**config.mk**
```make
export PLATFORM = sky130hd
export DESIGN_NAME = riscv_next_inject_buffer_flat
export DESIGN_NICKNAME = d
export VERILOG_FILES = /design/src/rtl/riscv_next_inject_buffer_if.sv /design/src/rtl/riscv_next_inject_buffer.sv /design/src/flat_wrapper.sv
export SDC_FILE = /design/constraint.sdc
export NUM_CORES = 1
export LEC_CHECK = 0
export ABC_AREA = 1
export CAP_MARGIN = 20
export CORE_MARGIN = 2
export CORE_UTILIZATION = 44
export DETAILED_ROUTE_END_ITERATION = 16
export GPL_ROUTABILITY_DRIVEN = 1
export PLACE_DENSITY = 0.79
export REMOVE_ABC_BUFFERS = 1
export SYNTH_ARGS = -nofsm -noshare
export SYNTH_HDL_FRONTEND = slang
export SYNTH_SLANG_ARGS = --single-unit
```
**constraint.sdc**
```tcl
create_clock -name clk -period 6.11 [get_ports clk]
set_input_delay 1.833 -clock clk [delete_from_list [all_inputs] [get_ports clk]]
set_output_delay 1.833 -clock clk [all_outputs]
set_load 0.02 [all_outputs]
```
**src/rtl/riscv_next_inject_buffer_if.sv**
```systemverilog
// Handshake bundle between the next-strategy injector/fetch stage (master)
// and the injection buffer (slave).
interface riscv_next_inject_buffer_if #(
  parameter int ADDR_WIDTH = 64,
  parameter int DEPTH      = 4
);
  localparam int CNT_W = $clog2(DEPTH) + 1;

  logic                  enable;
  logic                  i_stall;
  logic [ADDR_WIDTH-1:0] i_pm_pc;
  logic                  i_inject;
  logic [ADDR_WIDTH-1:0] i_inject_addr;
  logic                  i_flush;
  logic                  i_pred_ready;
  logic                  o_pred_valid;
  logic [ADDR_WIDTH-1:0] o_pred_addr;
  logic [ADDR_WIDTH-1:0] o_pred_src_pc;
  logic [CNT_W-1:0]      o_count;
  logic                  o_full;
  logic [15:0]           o_drop_cnt;

  modport master (
    output enable, i_stall, i_pm_pc, i_inject, i_inject_addr, i_flush, i_pred_ready,
    input  o_pred_valid, o_pred_addr, o_pred_src_pc, o_count, o_full, o_drop_cnt
  );

  modport slave (
    input  enable, i_stall, i_pm_pc, i_inject, i_inject_addr, i_flush, i_pred_ready,
    output o_pred_valid, o_pred_addr, o_pred_src_pc, o_count, o_full, o_drop_cnt
  );
endinterface

```
**src/rtl/riscv_next_inject_buffer.sv**
```systemverilog
// Circular FIFO of predicted {src_pc, target} injections feeding the fetch stage.
// Optional macro INJECT_BUFFER_DEDUP_EN suppresses pushes repeating the newest target.
module riscv_next_inject_buffer #(
  parameter int ADDR_WIDTH = 64,
  parameter int DEPTH      = 4
) (
  input logic                    clk,
  input logic                    reset,
  riscv_next_inject_buffer_if.slave bus
);
  localparam int PTR_W = $clog2(DEPTH);
  localparam int CNT_W = PTR_W + 1;

  logic [PTR_W-1:0]      rd_ptr_q, rd_ptr_d;
  logic [PTR_W-1:0]      wr_ptr_q, wr_ptr_d;
  logic [CNT_W-1:0]      count_q, count_d;
  logic [15:0]           drop_cnt_q, drop_cnt_d;
  logic [ADDR_WIDTH-1:0] addr_mem_q [DEPTH];
  logic [ADDR_WIDTH-1:0] src_mem_q  [DEPTH];

  logic pred_valid;
  logic full;
  logic flush;
  logic push_req;
  logic dup;
  logic room;
  logic push;
  logic pop;
  logic drop;

  assign pred_valid = (count_q != '0);
  assign full       = (count_q == CNT_W'(DEPTH));
  assign flush      = bus.enable && bus.i_flush;
  assign pop        = bus.enable && pred_valid && bus.i_pred_ready && !bus.i_flush;
  assign push_req   = bus.enable && bus.i_inject && !bus.i_stall && !bus.i_flush;

`ifdef INJECT_BUFFER_DEDUP_EN
  logic [PTR_W-1:0] last_ptr;
  assign last_ptr = wr_ptr_q - PTR_W'(1);
  assign dup      = pred_valid && (bus.i_inject_addr == addr_mem_q[last_ptr]);
`else
  assign dup      = 1'b0;
`endif

  // A full buffer still has room when the head leaves in the same cycle.
  assign room = !full || pop;
  assign push = push_req && !dup && room;
  assign drop = push_req && !dup && !room;

  always_comb begin
    rd_ptr_d   = rd_ptr_q;
    wr_ptr_d   = wr_ptr_q;
    count_d    = count_q;
    drop_cnt_d = drop_cnt_q;
    if (flush) begin
      rd_ptr_d = '0;
      wr_ptr_d = '0;
      count_d  = '0;
    end else begin
      if (push) begin
        wr_ptr_d = wr_ptr_q + PTR_W'(1);
      end
      if (pop) begin
        rd_ptr_d = rd_ptr_q + PTR_W'(1);
      end
      case ({push, pop})
        2'b10:   count_d = count_q + CNT_W'(1);
        2'b01:   count_d = count_q - CNT_W'(1);
        default: count_d = count_q;
      endcase
      if (drop && (drop_cnt_q != 16'hFFFF)) begin
        drop_cnt_d = drop_cnt_q + 16'd1;
      end
    end
  end

  always_ff @(posedge clk or posedge reset) begin
    if (reset) begin
      rd_ptr_q   <= '0;
      wr_ptr_q   <= '0;
      count_q    <= '0;
      drop_cnt_q <= '0;
    end else begin
      rd_ptr_q   <= rd_ptr_d;
      wr_ptr_q   <= wr_ptr_d;
      count_q    <= count_d;
      drop_cnt_q <= drop_cnt_d;
    end
  end

  // Storage is deliberately unreset; an empty buffer never exposes it.
  always_ff @(posedge clk) begin
    if (push) begin
      addr_mem_q[wr_ptr_q] <= bus.i_inject_addr;
      src_mem_q[wr_ptr_q]  <= bus.i_pm_pc;
    end
  end

  assign bus.o_pred_valid  = pred_valid;
  assign bus.o_pred_addr   = pred_valid ? addr_mem_q[rd_ptr_q] : '0;
  assign bus.o_pred_src_pc = pred_valid ? src_mem_q[rd_ptr_q] : '0;
  assign bus.o_count       = count_q;
  assign bus.o_full        = full;
  assign bus.o_drop_cnt    = drop_cnt_q;
endmodule
```
**src/flat_wrapper.sv**
```systemverilog
// flat-port wrapper written by rule: the top's interface ports become plain ports
module riscv_next_inject_buffer_flat 
#(
  parameter int ADDR_WIDTH = 64,
  parameter int DEPTH      = 4
)
  (clk, reset, bus_enable, bus_i_stall, bus_i_pm_pc, bus_i_inject, bus_i_inject_addr, bus_i_flush, bus_i_pred_ready, bus_o_pred_valid, bus_o_pred_addr, bus_o_pred_src_pc, bus_o_count, bus_o_full, bus_o_drop_cnt);
  riscv_next_inject_buffer_if #(.ADDR_WIDTH(ADDR_WIDTH), .DEPTH(DEPTH)) bus_i ();
  input logic clk;
  input logic reset;
  input wire logic [$bits(bus_i.enable)-1:0] bus_enable;
  input wire logic [$bits(bus_i.i_stall)-1:0] bus_i_stall;
  input wire logic [$bits(bus_i.i_pm_pc)-1:0] bus_i_pm_pc;
  input wire logic [$bits(bus_i.i_inject)-1:0] bus_i_inject;
  input wire logic [$bits(bus_i.i_inject_addr)-1:0] bus_i_inject_addr;
  input wire logic [$bits(bus_i.i_flush)-1:0] bus_i_flush;
  input wire logic [$bits(bus_i.i_pred_ready)-1:0] bus_i_pred_ready;
  output wire logic [$bits(bus_i.o_pred_valid)-1:0] bus_o_pred_valid;
  output wire logic [$bits(bus_i.o_pred_addr)-1:0] bus_o_pred_addr;
  output wire logic [$bits(bus_i.o_pred_src_pc)-1:0] bus_o_pred_src_pc;
  output wire logic [$bits(bus_i.o_count)-1:0] bus_o_count;
  output wire logic [$bits(bus_i.o_full)-1:0] bus_o_full;
  output wire logic [$bits(bus_i.o_drop_cnt)-1:0] bus_o_drop_cnt;
  assign bus_i.enable = bus_enable;
  assign bus_i.i_stall = bus_i_stall;
  assign bus_i.i_pm_pc = bus_i_pm_pc;
  assign bus_i.i_inject = bus_i_inject;
  assign bus_i.i_inject_addr = bus_i_inject_addr;
  assign bus_i.i_flush = bus_i_flush;
  assign bus_i.i_pred_ready = bus_i_pred_ready;
  assign bus_o_pred_valid = bus_i.o_pred_valid;
  assign bus_o_pred_addr = bus_i.o_pred_addr;
  assign bus_o_pred_src_pc = bus_i.o_pred_src_pc;
  assign bus_o_count = bus_i.o_count;
  assign bus_o_full = bus_i.o_full;
  assign bus_o_drop_cnt = bus_i.o_drop_cnt;
  riscv_next_inject_buffer #(.ADDR_WIDTH(ADDR_WIDTH), .DEPTH(DEPTH)) u_core (.clk(clk), .reset(reset), .bus(bus_i));
endmodule
```
==> results.cfg <==
[floorplan]
die_area_um2 = 50000
core_um2 = 47600
ioPinCount = 284
fp-row-count = 80
start_util_pct = 44.5
die_w_um = 224
fp.dieH_um = 224

[clock_tree]
cts.sinks = 535
post_cts_buffers = 0
cts.repair.resized = 0
cts_root_buffer = clkbuf_16
htree_levels = 2
clk_pin_slew_ns = 0.06
hold_buffers = 0
clock_latency_ns = 0.60
cts_buffer_depth = 3
cts_inserted_buffers = 55
cts_tree = built

[synthesis]
synth-xor-area-share_pct = 0.330
synth_compound_area_share_pct = 9.29
netlist_area_um2 = 21200
muxShareOfSynthArea_pct = 0
synth_fa_ha_area_share_pct = 0.389
ys_seq_area_share_pct = 75.2
ys_warn_count = 0
ys_ff_latch = 535
syn_area_per_cell_um2 = 12.3
synth_top_family_by_area = simple AND/OR/NAND/NOR gates
ys_types = 28
synthSimpleGateAreaFrac_pct = 12.1
syn_inst = 1731

[power_and_ir_drop]
leakagePower_uw = 0.00896
internal_power_uw = 6610
ir_drop_mv = 0.289
pwr-share-clk_pct = 36.2
p_comb_share_pct = 18.5
power_density_nw_per_um2 = 341
power.net_switching_uw = 2410
p_seq_share_pct = 45.3
swShare_pct = 26.7

[critical_path]
cp.required_ns = 4.28
crit_path_end_kind = primary output
worstSetupPathType = flop to primary output
crit_start = u_core.rd_ptr_q[0]
reg2reg_slack_ns = 3.75
r2r_cells = 7
r2r-end = u_core.src_mem_q[3][4]
cp-start-kind = flop
crit_arrival_ns = 3.54
r2r_start = u_core.bus.o_count[1]
cp_max_fo = 169

[timing]
setup_viol = 0
rsz0062_at_grt = false
finalWorstSetupSlack_ns = 0.735
hold_viol = 0
slew-limit-headroom_pct = 30.5
tightestPinTransition_ns = 1.04
period_needed_ns = 5.38
fin_worst_skew_ns = 0.0208
fin_crit_sh_pct = 88.0
max_clock_freq_ghz = 0.186
slew_violations = 0

[placement]
dp_hpwl_um = 28000
numPortBuffers = 283
place_congestion = 0.819
dp_slack_ns = 1.45

[global_routing]
top_usage_layer = met2
global_route.usage.met3_pct = 4.41
first_global_vias = 14111
grt_max_degree = 170
grt_pass1_wl_um = 76300
grt_util_met2_pct = 33.9
grt_antenna_before_repair = 6
track_usage_pct = 19.6
use_met1_pct = 24.4
grt_remaining_overflow = 0

[worst_hold_path]
hold_depth = 2
hold_end = u_core.bus.o_drop_cnt[15]
worstHoldStart = u_core.bus.o_drop_cnt[15]
hp-class = flop to flop

[drt]
drt_iter0_markers = 1146
wl_per_cell_um = 18.9
finalWirelength_um = 50100
first_pass_iters = 5
vias = 14072
antenna_left = 0
vias_per_cell = 5.31
drc = 0

[final_layout]
nFillCells = 3709
final_layout_size_suffix_gt1_share_pct = 6.00
syn_to_final_growth_pct = 24.7
nets = 2130
final_core_util_pct = 55.5
final_cell_mix = 529 x nor2_1, 512 x edfxtp_1, 283 x clkdlybuf4s50_1
final_common_cell = nor2_1

[job]
cap_violations = 0

[status]
status = complete, no violations
[cells by family (layout without fill, tap and decap cells)]
family,Yosys count,after routing
AO/OA/AOI/OAI,391,391
XOR/XNOR,8,8
adder cells (fa/ha/maj),6,6
buffers and inverters,130,433
flip-flops,535,535
other,0,2
AND/OR/NAND/NOR,661,661
[synthesized netlist by cell type, drive strengths merged]
cell | number | area [um2]
nand3 | 15 | 80.1
edfxtp | 512 | 15400
nor2 | 539 | 2050
xor2 | 4 | 35.0
o21bai | 1 | 7.51
nand4 | 8 | 50.1
inv | 29 | 109
xnor2 | 4 | 35.0
buf | 58 | 297
o21ai | 261 | 1320
fa | 1 | 20.0
clkbuf | 43 | 161
nand2 | 98 | 378
nand3b | 1 | 7.51
ha | 5 | 62.6
dfrtp | 23 | 576
a21oi | 129 | 646
[routing by layer]
layer | up-vias | share of wire, % | wire length (um)
li1 | 6616 | - | -
met1 | 6842 | 40 | 20100
met2 | 514 | 50 | 25000
met3 | 92 | 7.4 | 3700
met4 | 8 | 2.4 | 1220
met5 | - | 0.10 | 50
[critical path, cell delays in order, from the launching register on]
cell and delay [ns]:
dfrtp_4 0.78, buf_12 0.45, nor2_1 0.11, nor2_1 0.12, o21ai_0 0.09, a21oi_1 0.31
clkdlybuf4s50_1 0.69
[through the flow]
stage	cells	setup TNS [ns]	total power (uW)	hold slack, ns	instance area [um2]
after detailed placement	2546	0	5830	0.527	24600
after global routing	2650	0	9350	0.566	26400
after floorplan	1630	-1582.34	5020	0.520	20800
after global placement	2546	0	5800	0.518	24600
after CTS	2648	0	9090	0.542	26400
final	2651	0	9020	0.557	26400
[sequential cells by signal, indices dropped and copies added, names as in the netlist]
| signal | cells |
|---|---|
| u_core.addr_mem_q | 256 |
| u_core.rd_ptr_q | 2 |
| u_core.bus.o_drop_cnt | 16 |
| u_core.bus.o_count | 3 |
| u_core.src_mem_q | 256 |
| u_core.wr_ptr_q | 2 |
[layout make-up]
| cell class | instances | area, um2 | share of cell area [%] |
|---|---|---|---|
| flip-flops and latches | 535 | 16000 | 60.4 |
| clock buffers | 71 | 1480 | 5.58 |
| inverters | 29 | 119 | 0.450 |
| repair buffers | 302 | 3100 | 11.7 |
| well taps | 615 | 769 | 2.91 |
| multi-input cells | 1066 | 4720 | 17.9 |
| diodes | 2 | 5.00 | 0.0189 |
| clock inverters | 31 | 297 | 1.12 |
[worst max-delay path by stage]
stage / to / slack, ns / cells past startpoint
6_report: bus_o_pred_addr[16] / 0.73 / 6
4_1_cts: bus_o_pred_addr[14] / 0.82 / 5
2_1_floorplan: bus_o_pred_addr[0] / -3.96 / 3
3_5_place_dp: bus_o_pred_src_pc[49] / 1.45 / 5
3_3_place_gp: bus_o_pred_addr[4] / 1.51 / 5
5_1_grt: bus_o_pred_addr[41] / 0.61 / 6
[power groups by stage]
stage                     clock, uW  combinational, uW  sequential [uW]
after floorplan                   0                803             4220
after global placement            0               1640             4160
after detailed placement          0               1670             4160
after CTS                      3330               1680             4090
after global routing           3470               1790             4090
final                          3270               1670             4090
Note: power is estimated with default switching activity, not from simulation.
